--- src/rtl/multicycle_ctrl.sv ---
// Multi-cycle FETCH/DECODE/EXEC/MEM/WB sequencer for a shared single-port datapath.
// Moore outputs from the state and class registers; memory waits are bounded by MEM_TIMEOUT.
module multicycle_ctrl #(
  parameter int MEM_TIMEOUT = 16
) (
  input  logic       clk,
  input  logic       rst_n,
  input  logic [6:0] opcode,
  input  logic       branch_taken,
  input  logic       mem_ready,
  output logic [2:0] imm_control,
  output logic       ir_write,
  output logic       pc_write,
  output logic [1:0] pc_src,
  output logic       mem_req,
  output logic       mem_we,
  output logic       mem_addr_sel,
  output logic       alu_src_a,
  output logic [1:0] alu_src_b,
  output logic       reg_write,
  output logic [1:0] wb_sel,
  output logic       instr_retired,
  output logic       trap,
  output logic [1:0] trap_cause,
  output logic [2:0] state
);

  typedef enum logic [2:0] {
    S_FETCH  = 3'b000,
    S_DECODE = 3'b001,
    S_EXEC   = 3'b010,
    S_MEM    = 3'b011,
    S_WB     = 3'b100,
    S_TRAP   = 3'b111
  } state_t;

  typedef enum logic [3:0] {
    C_NONE, C_R, C_OPIMM, C_LOAD, C_JALR, C_STORE, C_BRANCH, C_LUI, C_AUIPC, C_JAL
  } cls_t;

  localparam int CW = (MEM_TIMEOUT > 0) ? $clog2(MEM_TIMEOUT + 1) : 1;
  localparam logic [CW-1:0] LIMIT = CW'(MEM_TIMEOUT - 1);

  state_t        state_q;
  cls_t          cls_q;
  logic [CW-1:0] cnt_q;
  logic [1:0]    cause_q;
  logic          mem_phase;
  logic          timeout_hit;

  function automatic cls_t classify(input logic [6:0] op);
    case (op)
      7'b0110011: classify = C_R;
      7'b0010011: classify = C_OPIMM;
      7'b0000011: classify = C_LOAD;
      7'b1100111: classify = C_JALR;
      7'b0100011: classify = C_STORE;
      7'b1100011: classify = C_BRANCH;
      7'b0110111: classify = C_LUI;
      7'b0010111: classify = C_AUIPC;
      7'b1101111: classify = C_JAL;
      default:    classify = C_NONE;
    endcase
  endfunction

  function automatic logic [2:0] imm_of(input cls_t c);
    case (c)
      C_OPIMM, C_LOAD, C_JALR: imm_of = 3'b001;
      C_STORE:                 imm_of = 3'b010;
      C_BRANCH:                imm_of = 3'b011;
      C_LUI, C_AUIPC:          imm_of = 3'b100;
      C_JAL:                   imm_of = 3'b101;
      default:                 imm_of = 3'b000;
    endcase
  endfunction

  assign mem_phase   = (state_q == S_FETCH) || (state_q == S_MEM);
  // A ready on the limit cycle completes the handshake instead of trapping.
  assign timeout_hit = (MEM_TIMEOUT != 0) && mem_phase && !mem_ready && (cnt_q == LIMIT);

  always_ff @(posedge clk or negedge rst_n) begin
    if (!rst_n) begin
      state_q <= S_FETCH;
      cls_q   <= C_NONE;
      cnt_q   <= '0;
      cause_q <= 2'b00;
    end else begin
      if ((MEM_TIMEOUT != 0) && mem_phase && !mem_ready && !timeout_hit)
        cnt_q <= cnt_q + CW'(1);
      else
        cnt_q <= '0;

      case (state_q)
        S_FETCH: begin
          if (mem_ready) begin
            state_q <= S_DECODE;
          end else if (timeout_hit) begin
            state_q <= S_TRAP;
            cause_q <= 2'b10;
          end
        end
        S_DECODE: begin
          cls_q <= classify(opcode);
          if (classify(opcode) == C_NONE) begin
            state_q <= S_TRAP;
            cause_q <= 2'b01;
          end else begin
            state_q <= S_EXEC;
          end
        end
        S_EXEC: begin
          case (cls_q)
            C_BRANCH:       state_q <= S_FETCH;
            C_LOAD, C_STORE: state_q <= S_MEM;
            default:        state_q <= S_WB;
          endcase
        end
        S_MEM: begin
          if (mem_ready) begin
            state_q <= (cls_q == C_STORE) ? S_FETCH : S_WB;
          end else if (timeout_hit) begin
            state_q <= S_TRAP;
            cause_q <= 2'b10;
          end
        end
        S_WB:    state_q <= S_FETCH;
        S_TRAP:  state_q <= S_TRAP;
        default: state_q <= S_FETCH;
      endcase
    end
  end

  // Everything is forced low while reset is asserted, even though state_q reads FETCH.
  always_comb begin
    imm_control   = 3'b000;
    ir_write      = 1'b0;
    pc_write      = 1'b0;
    pc_src        = 2'b00;
    mem_req       = 1'b0;
    mem_we        = 1'b0;
    mem_addr_sel  = 1'b0;
    alu_src_a     = 1'b0;
    alu_src_b     = 2'b00;
    reg_write     = 1'b0;
    wb_sel        = 2'b00;
    instr_retired = 1'b0;
    trap          = 1'b0;
    trap_cause    = 2'b00;
    state         = 3'b000;
    if (rst_n) begin
      state      = state_q;
      trap_cause = cause_q;
      case (state_q)
        S_FETCH: begin
          mem_req = 1'b1;
          if (mem_ready) begin
            ir_write = 1'b1;
            pc_write = 1'b1;
          end
        end
        S_DECODE: imm_control = imm_of(classify(opcode));
        S_EXEC: begin
          imm_control = imm_of(cls_q);
          case (cls_q)
            C_OPIMM, C_LOAD, C_STORE, C_JALR: alu_src_b = 2'b01;
            C_AUIPC, C_JAL: begin
              alu_src_a = 1'b1;
              alu_src_b = 2'b01;
            end
            C_BRANCH: begin
              pc_write      = branch_taken;
              pc_src        = 2'b10;
              instr_retired = 1'b1;
            end
            default: ;
          endcase
        end
        S_MEM: begin
          imm_control   = imm_of(cls_q);
          mem_req       = 1'b1;
          mem_addr_sel  = 1'b1;
          mem_we        = (cls_q == C_STORE);
          instr_retired = (cls_q == C_STORE) && mem_ready;
        end
        S_WB: begin
          imm_control   = imm_of(cls_q);
          reg_write     = 1'b1;
          instr_retired = 1'b1;
          case (cls_q)
            C_LOAD: wb_sel = 2'b01;
            C_JAL: begin
              wb_sel   = 2'b10;
              pc_write = 1'b1;
              pc_src   = 2'b10;
            end
            C_JALR: begin
              wb_sel   = 2'b10;
              pc_write = 1'b1;
              pc_src   = 2'b01;
            end
            C_LUI:   wb_sel = 2'b11;
            default: wb_sel = 2'b00;
          endcase
        end
        S_TRAP:  trap = 1'b1;
        default: ;
      endcase
    end
  end

endmodule

--- config.mk ---
export PLATFORM = sky130hd
export DESIGN_NAME = multicycle_ctrl
export DESIGN_NICKNAME = d
export VERILOG_FILES = /design/src/rtl/multicycle_ctrl.sv
export SDC_FILE = /design/constraint.sdc
export NUM_CORES = 1
export LEC_CHECK = 0
export ABC_AREA = 1
export CAP_MARGIN = 40
export CORE_MARGIN = 2
export CORE_UTILIZATION = 32
export CTS_CLUSTER_DIAMETER = 120
export DETAILED_ROUTE_END_ITERATION = 10
export PLACE_DENSITY = 0.54
export SYNTH_ARGS = -nofsm -noshare
export SYNTH_HDL_FRONTEND = slang
export SYNTH_SLANG_ARGS = --single-unit
export TNS_END_PERCENT = 10
--- constraint.sdc ---
create_clock -name clk -period 2.09 [get_ports clk]
set_input_delay 0.418 -clock clk [delete_from_list [all_inputs] [get_ports clk]]
set_output_delay 0.418 -clock clk [all_outputs]
set_load 0.005 [all_outputs]
==> results.py, run 1 <==
metrics = {
    "sta": {
        "layout_setup_ws_ns": -0.01950,
        "timing.final.crit_share_pct": 100.9,
        "layout_min_cycle_time_ns": 2.110,
        "fmax_mhz": 474.0,
        "slew_violations": 0,
        "fin_skew_ns": 0.004113,
        "rsz0062_at_grt": "yes",
        "hold_viol": 0,
        "setup_viol": 1,
    },
    "grt": {
        "first_global_vias": 1420,
        "grt_pass1_wl_microns": 5940,
        "overflow": 0,
        "grt_max_degree": 20,
        "antenna_found_initial": 0,
        "track_usage_pct": 16.66,
    },
    "logic_synthesis": {
        "synth_top_cell_area_share_pct": 26.37,
        "synthFlopType": "dfrtp_1",
        "ys_ff_latch": 14,
        "ys_top_cells_by_count": "nand2_1, nor2_1, inv_1",
        "async_reset_ff_share_pct": 100.0,
        "ys_seq_area_share_pct": 26.37,
        "synth.largest_area_cell": "dfrtp_1",
        "synth-edff-count": 0,
        "ys_warn_count": 0,
        "synth_area_leaders": "dfrtp_1, nand2_1, nor2_1",
        "postSynthCellCount": 217,
        "ys_types": 25,
        "avgSynthCellArea_sq_um": 6.123,
        "synth_most_common_cell": "nand2_1",
        "synth.cell_area_sq_um": 1329,
        "synth_fp_nets": 237,
    },
    "drt": {
        "firstDrtPassIters": 4,
        "detail-route-antenna-nets": 0,
        "wl_per_cell_microns": 10.69,
        "drc_errors": 0,
        "drtIter0Drc": 42,
        "finalWirelength_microns": 3665,
        "post_drt_via_cell_ratio": 4.493,
        "vias": 1541,
    },
    "worst_setup_path": {
        "critPathRequiredTime_ns": 1.67,
        "critPathMaxFanout": 4,
        "critPathLaunchType": "input port",
        "crit_arrival_ns": 1.69,
        "crit_type": "input port to output port",
        "endpoint_kind": "output port",
    },
    "die": {
        "core-area_sq_um": 4000,
        "fp.dieH_microns": 68.44,
        "rows": 23,
        "die_w_microns": 68.44,
        "die_area_sq_um": 4684,
        "initial_core_util_pct": 33.22,
        "pin_count": 34,
    },
    "cts": {
        "clkLatencyLatePin_ns": 0.24,
        "cts-root-buf": "clkbuf_8",
        "cts_buffer_depth": 2,
        "cts_tree": "done",
        "clock-sinks": 14,
        "cts_made_buffers": 3,
        "clkTransAtPathRegs_ns": 0.06,
        "htreeDepth": 1,
    },
    "pwr": {
        "switching_share_pct": 23.74,
        "intPower_w": 0.0004849,
        "pwr-share-comb_pct": 15.7,
        "p_per_area_nw_per_um2": 290.8,
        "peakVddDrop_uv": 287.6,
        "pwr-share-seq_pct": 42.7,
        "p_clk_share_pct": 41.6,
        "p_leak_nw": 1.249,
        "p_sw_w": 0.0001510,
    },
    "place": {
        "portBuffers": 32,
        "dpl.hpwl_microns": 2806,
        "gp_congestion": 0.8330,
        "dp.cells": 333,
    },
    "status": {
        "violations": "negative setup slack",
        "status": "finished with violations",
    },
    "cells_and_area": {
        "area_growth_pct": 64.60,
        "multiInputGateArea_sq_um": 949.7,
        "fill_cells": 403,
        "fin_cells": 343,
        "seq_area_sq_um": 350.3,
        "drive_above_1_share_pct": 40.96,
        "final_nets": 314,
        "final_core_util_pct": 54.68,
        "n_antenna_cell": 0,
    },
    "job": {
        "cap_viol_max_count": 0,
    },
    "worst_hold_path": {
        "holdCritPathClass": "input port to async pin",
    },
}
power by group through the flow:
| stage | clock network (W) | registers (W) | logic [W] |
|---|---|---|---|
| 4_1_cts | 0.000270 | 0.000271 | 0.0000950 |
| 6_report | 0.000265 | 0.000271 | 0.0000997 |
| 3_3_place_gp | 0 | 0.000276 | 0.0000888 |
| 5_1_grt | 0.000284 | 0.000271 | 0.000110 |
| 3_5_place_dp | 0 | 0.000276 | 0.0000891 |
| 2_1_floorplan | 0 | 0.000276 | 0.0000294 |
stage by stage:
step	hold WS, ns	cell area, sq um	total power, W	setup slack, ns	TNS [ns]
after floorplan	0.1224	1329	0.0003058	0.1652	0
after global placement	0.4561	1966	0.0003651	-0.8724	-6.850
after detailed placement	0.4559	1966	0.0003655	-0.9105	-6.716
after CTS	0.3539	2103	0.0006359	-0.09212	-0.1585
after global routing	0.3579	2187	0.0006655	-0.1388	-0.4417
final	0.3217	2187	0.0006360	-0.01950	-0.01950
metal layers:
layer	track usage, %	share of wire, %	vias to the layer above
met1	19.96	42	670
met4	7.000	3.9	0
met3	2.467	4.7	11
met2	29.33	49	42
met5	0	0	-
li1	-	-	818
area by class of cell:
cell class              count  area share (%)
flip-flops and latches     14           16.02
repair buffers             75           27.97
inverters                  42           7.208
multi-input cells         158           43.42
clock buffers               4           2.517
well taps                  50           2.860
repair_timing:
action / in CTS / in global routing
setup endpoints to repair: 22 / 17
setup buffers: 5 / 1
hold buffers: 0 / 0
gates cloned: 0 / 0
pin swaps: 23 / 7
gates resized for setup: 93 / 21
state kept, by name, indices dropped and copies added (netlist names):
register and count:
state_q 3, cls_q 4, cause_q 2, cnt_q 5
worst max-delay path, cell delays in order:
cell	delay, ns
buf_4	0.10
inv_2	0.04
nand2_2	0.08
nor2_4	0.04
o21ai_1	0.24
nand3_4	0.13
buf_4	0.15
ha_2	0.17
a21oi_2	0.12
o21ai_1	0.08
buf_2	0.12
final timing paths:
kind	start	endpoint	slack, ns	cells after the start
max in group asynchronous	rst_n	cnt_q[0]	1.61	2
worst min-delay path	rst_n	state_q[0]	0.32	2
worst max register to register	state_q[1]	cause_q[1]	0.53	9
min in group clk	cnt_q[0]	cnt_q[0]	0.46	1
worst min register to register	cnt_q[0]	cnt_q[0]	0.46	1
worst max-delay path	opcode[3]	imm_control[2]	-0.02	11
cells in the final DEF, fill, tap and decap left out, drive strengths merged:
master / count
nor2: 46
nor3b: 1
nand3: 17
dlymetal6s2s: 6
a21oi: 9
o21a: 1
conb: 1
o21ai: 10
dlygate4sd2: 7
xor2: 1
clkbuf: 4
clkdlybuf4s15: 1
dfrtp: 14
ha: 9
nand2: 54
a211oi: 1
a31oi: 2
clkdlybuf4s50: 8
clkinv: 2
nand4: 3
buf: 53
inv: 40
nor3: 3
cells by family after synthesis:
logic type / Yosys count / synth area share, %
xor+xnor: 1 / 0.6593
flops: 14 / 26.37
buf+inv: 45 / 13.65
other cells: 1 / 0.2822
compound gates: 23 / 9.228
fa+ha+maj: 9 / 8.475
simple gates: 124 / 41.34
Power figures use the tool's default switching activity.
==> run 2: changes to the inputs <==
--- a/config.mk
+++ b/config.mk
@@ -7,7 +7,6 @@
 export LEC_CHECK = 0
 export ABC_AREA = 1
 export CAP_MARGIN = 40
-export CORE_MARGIN = 2
 export CORE_UTILIZATION = 32
 export CTS_CLUSTER_DIAMETER = 120
 export DETAILED_ROUTE_END_ITERATION = 10
==> results.py, run 2 (same netlist as run 1, synthesis figures left out) <==
metrics = {
    "sta": {
        "layout_min_cycle_time_ns": 2.159,
        "hold_viol": 0,
        "setup_viol": 4,
        "rsz0062_at_grt": "yes",
        "whs_ns": 0.3178,
        "setup-tns-final_ns": -0.1493,
        "layout_setup_ws_ns": -0.06889,
        "timing.final.crit_share_pct": 103.3,
        "slew_violations": 0,
        "fmax_mhz": 463.2,
        "fin_skew_ns": 0.0008619,
    },
    "die": {
        "initial_core_util_pct": 33.22,
        "die_w_microns": 66.44,
        "fp.dieH_microns": 66.44,
        "core-area_sq_um": 4000,
        "pin_count": 34,
        "die_area_sq_um": 4414,
        "rows": 23,
    },
    "worst_setup_path": {
        "r2r_slack_ns": 0.62,
        "r2r-end": "state_q[0]",
        "critPathRequiredTime_ns": 1.67,
        "crit_path_top_delay_cell": "o21ai_0",
        "critPathMaxFanout": 4,
        "crit_type": "input port to output port",
        "cp_cell_sequence": "buf_2, nand2_4, inv_2, nand2_2, nor2_2, buf_4, buf_4, nor2_2, nand2_1, o21ai_0, o21ai_1, buf_2",
        "crit_family": "buffers and inverters",
        "critPathLaunchType": "input port",
        "cp_num_buf_inv": 5,
        "crit_arrival_ns": 1.74,
        "regToRegStartpoint": "cls_q[0]",
        "slowest_delay_ns": 0.23,
        "endpoint_kind": "output port",
        "rr_worst_depth": 6,
    },
    "cts": {
        "clkLatencyLatePin_ns": 0.25,
        "cts-root-buf": "clkbuf_8",
        "cts_tree": "done",
        "hold_buffers": 0,
        "cts_buffer_depth": 2,
        "clkTransAtPathRegs_ns": 0.06,
        "htreeDepth": 1,
        "clock-sinks": 14,
        "cts_made_buffers": 3,
    },
    "cells_and_area": {
        "final_cell_area_sq_um": 2201,
        "layout_commonest_cell": "buf_4",
        "n_antenna_cell": 0,
        "layout_common_cells": "buf_4, nand2_1, nor2_1, inv_1, dfrtp_1",
        "largest-register": "cnt_q",
        "top_regs": "cnt_q (5), cls_q (4), state_q (3)",
        "area_growth_pct": 65.63,
        "final_core_util_pct": 55.02,
        "largest_register_ffs": 5,
        "drive_above_1_share_pct": 37.12,
        "final_nets": 320,
    },
    "place": {
        "portBuffers": 32,
        "dpl.hpwl_microns": 2767,
        "place_area_sq_um": 1966,
        "gp_congestion": 0.8475,
    },
    "pwr": {
        "power_w": 0.0006411,
        "p_leak_nw": 1.209,
        "p_sw_w": 0.0001514,
        "p_per_area_nw_per_um2": 291.3,
        "peakVddDrop_uv": 304.0,
        "p_clk_share_pct": 41.3,
        "switching_share_pct": 23.61,
        "pwr-share-comb_pct": 16.3,
        "pwr-share-seq_pct": 42.3,
        "intPower_w": 0.0004897,
    },
    "grt": {
        "grt_max_degree": 19,
        "overflow": 0,
        "first_global_vias": 1484,
        "grt_pass1_wl_microns": 6182,
        "track_usage_pct": 18.12,
        "antenna_found_initial": 0,
    },
    "drt": {
        "firstDrtPassIters": 4,
        "post_drt_via_cell_ratio": 4.447,
        "finalWirelength_microns": 3594,
        "detail-route-antenna-nets": 0,
        "vias": 1552,
        "wl_per_cell_microns": 10.30,
        "drc_errors": 0,
        "drtIter0Drc": 50,
    },
    "worst_hold_path": {
        "holdCritPathClass": "input port to async pin",
    },
    "job": {
        "cap_viol_max_count": 0,
    },
    "status": {
        "violations": "negative setup slack",
        "status": "finished with violations",
    },
}
## run 2: cell types whose count changed in the layout (fill, tap and decap cells not counted), sizes merged
cell,delta
clkbuf,+2
dlygate4sd2,+2
dlymetal6s2s,-4
buf,+6
## run 2: what timing repair did
action / CTS / global route
endpoints found under the hold margin: 0 / 0
setup endpoints to repair: 22 / 14
pin swaps: 22 / 8
resized for setup: 97 / 13
buffers inserted: 11 / 1
## run 2: power groups by stage
stage	Combinational, W	Sequential, W	Clock (W)
after floorplan	0.0000294	0.000276	0
after global placement	0.0000889	0.000276	0
after detailed placement	0.0000892	0.000276	0
after CTS	0.000104	0.000271	0.000273
after global routing	0.000116	0.000271	0.000286
final	0.000105	0.000272	0.000265
## run 2: area by class of cell
cell class	instances	area, sq um
Fill cell	444	1799
Sequential cell	14	350.3
Timing Repair Buffer	81	655.6
Clock buffer	4	55.05
Multi-Input combinational cell	158	912.1
Tap cell	50	62.56
Inverter	42	165.2
## run 2: layer usage
layer | share of wire [%] | wire [microns] | vias to the layer above | global-route usage (%)
li1 | - | - | 833 | -
met3 | 3.0 | 107 | 7 | 2.414
met1 | 44 | 1592 | 680 | 20.65
met4 | 1.4 | 51 | 0 | 6.383
met2 | 51 | 1843 | 32 | 33.93
met5 | 0 | 0 | - | 0
## run 2: worst max path at each step
stage                     startpoint        endpoint  slack [ns]  depth (start not counted)
after floorplan            opcode[1]  imm_control[1]        0.17                         10
after global placement     opcode[2]  imm_control[1]       -0.93                         13
after detailed placement   opcode[2]  imm_control[1]       -0.97                         13
after CTS                 state_q[1]   instr_retired       -0.16                          8
after global routing       opcode[5]  imm_control[0]       -0.19                         13
final                      opcode[0]  imm_control[2]       -0.07                         12
## run 2: through the flow
step,instances,worst slack [ns]
after global placement,333,-0.9280
after detailed placement,333,-0.9716
after floorplan,217,0.1652
after global routing,349,-0.1939
final,349,-0.06889
after CTS,348,-0.1624
==> RTL edit, RTL diff (flow settings as in run 2) <==
The parameter `MEM_TIMEOUT` goes from 16 to 32.
--- a/src/rtl/multicycle_ctrl.sv
+++ b/src/rtl/multicycle_ctrl.sv
@@ -1,7 +1,7 @@
 // Multi-cycle FETCH/DECODE/EXEC/MEM/WB sequencer for a shared single-port datapath.
 // Moore outputs from the state and class registers; memory waits are bounded by MEM_TIMEOUT.
 module multicycle_ctrl #(
-  parameter int MEM_TIMEOUT = 16
+  parameter int MEM_TIMEOUT = 32
 ) (
   input  logic       clk,
   input  logic       rst_n,
Formal check against the unedited RTL: no difference found for any inputs over 10 cycles, from zero or initial values and one cycle with rst_n low; that may be too few to reach the edited logic, so the function may still have changed.
==> RTL edit against run 2 <==
The flow still finishes with violations (negative setup slack); wire length up 12%; die area up 5.8%; worst hold slack better by 0.15 ns; critical path depth unchanged; clock skew up 0.0027 ns; design area up 11%; first-iteration DRC count down 30%; area after synthesis up 5.9%; worst setup slack worse by 0.059 ns; sequential cell count up 1.
Power is not compared: it rests on default switching activity, and its combinational part moved more than twofold at a synthesized area within 25%.
==> RTL edit: results (changes against run 2) <==
metric,value,unit,change
failing checks,negative setup slack,,unchanged
layout cells sized above 1,0.3902,,was 0.3712
final setup vio count,5,,was 4
Largest regs,"cnt_q (6), cls_q (4), state_q (3)",,"was cnt_q (5), cls_q (4), state_q (3)"
hold depth,1,,
R2R depth,10,,was 6
Synth top cells by count,"67 x nand2_1, 37 x nor2_1, 35 x inv_1",,"was 51 x nand2_1, 42 x nor2_1, 36 x inv_1"
I/O Buffers,32,,unchanged
Worst Hold Class,register to register,,was primary input to async pin
vias in the first global route,1654,,was 1484
DR WL/cell,10.69,um,was 10.30 um
gr usage total,0.2019,,was 0.1812
LEAKAGE,0.001475,uW,
Skew-Pair Late Insertion Delay,0.24,ns,
global-route wire length before repair,6.996,mm,was 6.182 mm
final-layout fill cell count,402,,was 444
outcome,"complete, but fails checks",,unchanged
CP max-delay cell,ha_4,,was o21ai_0
Worst EP arrival,1.80,ns,was 1.74 ns
H-Tree Depth,1,,unchanged
# nets final,348,,was 320
largest net degree at the start of global routing,13,,was 19
vias per cell,4.492,,was 4.447
Root Buffer,clkbuf_8,,unchanged
Peak supply drop,0.4338,mV,
crit path max fanout,3,,was 4
kind of cell adding the most delay to the critical path,buffers and inverters,,unchanged
Setup WS post-layout,-0.1277,ns,was -0.06889 ns
Antenna Diode Count,0,,unchanged
GPL Wtd Cong,0.8060,,was 0.8475
asr flop ratio synth,1.000,,unchanged
crit-path max cell delay,0.18,ns,was 0.23 ns
Sw Pwr,766.6,uW,
clk slew on worst S/H paths,0.06,ns,about the same
initial antenna violation count,0,,unchanged
Iter 0 DRT Violations,35,,was 50
Netlist cell types,33,,was 25
Initial DRT Pass Iterations,4,,unchanged
syn_nets,248,,was 237
Synthesis Warnings,0,,unchanged
dpl hpwl,3.257,mm,was 2.767 mm
"Seq/Total Area, Yosys",0.2667,,was 0.2637
top post-synthesis cells by area,"dfrtp_1 27%, nand2_1 18%, nor2_1 9.9%",,"was dfrtp_1 26%, nand2_1 14%, nor2_1 12%"
skew final,0.003548,ns,was 0.0008619 ns
CTS buffer count,3,,unchanged
-- RTL edit: cell types whose count changed after synthesis, moves of 2 or more --
cell / delta
nand3_2: -2
nor3_1: +4
nor2_1: -5
nand2_1: +16
o21ai_0: -3
nand2_4: +2
-- RTL edit: routing by layer --
layer	wire, um	GRT usage
met2	2028	0.3640
met1	1894	0.2427
met5	0	0
met3	91	0.03167
met4	28	0.05990
-- RTL edit: path summary, 6_finish.rpt --
check | to | start | slack (ns)
max in group asynchronous | state_q[2]$_DFF_PN0_ | rst_n | 1.20
worst min-delay path | cnt_q[0]$_DFF_PN0_ | cnt_q[0]$_DFF_PN0_ | 0.46
min in group asynchronous | cause_q[0]$_DFFE_PN0P_ | rst_n | 0.61
worst max-delay path | imm_control[1] | opcode[6] | -0.13
worst min register to register | cnt_q[0]$_DFF_PN0_ | cnt_q[0]$_DFF_PN0_ | 0.46
worst max register to register | cause_q[1]$_DFFE_PN0P_ | state_q[1]$_DFF_PN0_ | 0.39
-- RTL edit: power by group through the flow --
| stage | logic [uW] | registers (uW) | clock network [uW] |
|---|---|---|---|
| CTS | 1240 | 425 | 241 |
| floorplan | 546 | 443 | 0 |
| global route | 1390 | 440 | 255 |
| global placement | 1160 | 443 | 0 |
| detailed placement | 1170 | 445 | 0 |
| finish | 1250 | 429 | 229 |
-- RTL edit: repair_timing --
item                       CTS  global route
setup buffers                8             0
gates resized for setup     89            26
pin swaps                   18             1
setup endpoints to repair   26            20
-- RTL edit: cell families after synthesis --
family	count (synthesis)	share of synthesized area
fa+ha+maj	8	0.07111
other cells	1	0.002664
buf+inv	41	0.1120
compound gates	24	0.1040
flops	15	0.2667
xor+xnor	1	0.006223
simple gates	139	0.4373
-- RTL edit: cell type report --
| type | count | area share |
|---|---|---|
| multi-input cells | 173 | 0.4041 |
| repair buffers | 97 | 0.3367 |
| flip-flops and latches | 15 | 0.1546 |
| inverters | 39 | 0.06071 |
| well taps | 50 | 0.02551 |
| clock buffers | 4 | 0.01837 |
-- RTL edit: per-stage QoR --
step | utilization | cell area [sq um] | worst slack, ns | TNS [ns] | cells
2_1_floorplan | - | 1408 | 0.08756 | 0 | 229
3_3_place_gp | 0.5382 | 2215 | -0.8905 | -7.017 | 367
3_5_place_dp | 0.5382 | 2215 | -0.9085 | -7.255 | 367
4_1_cts | 0.5835 | 2401 | -0.2342 | -2.232 | 378
5_1_grt | 0.5959 | 2452 | -0.2428 | -1.220 | 378
6_report | 0.5959 | 2452 | -0.1277 | -0.4369 | 378
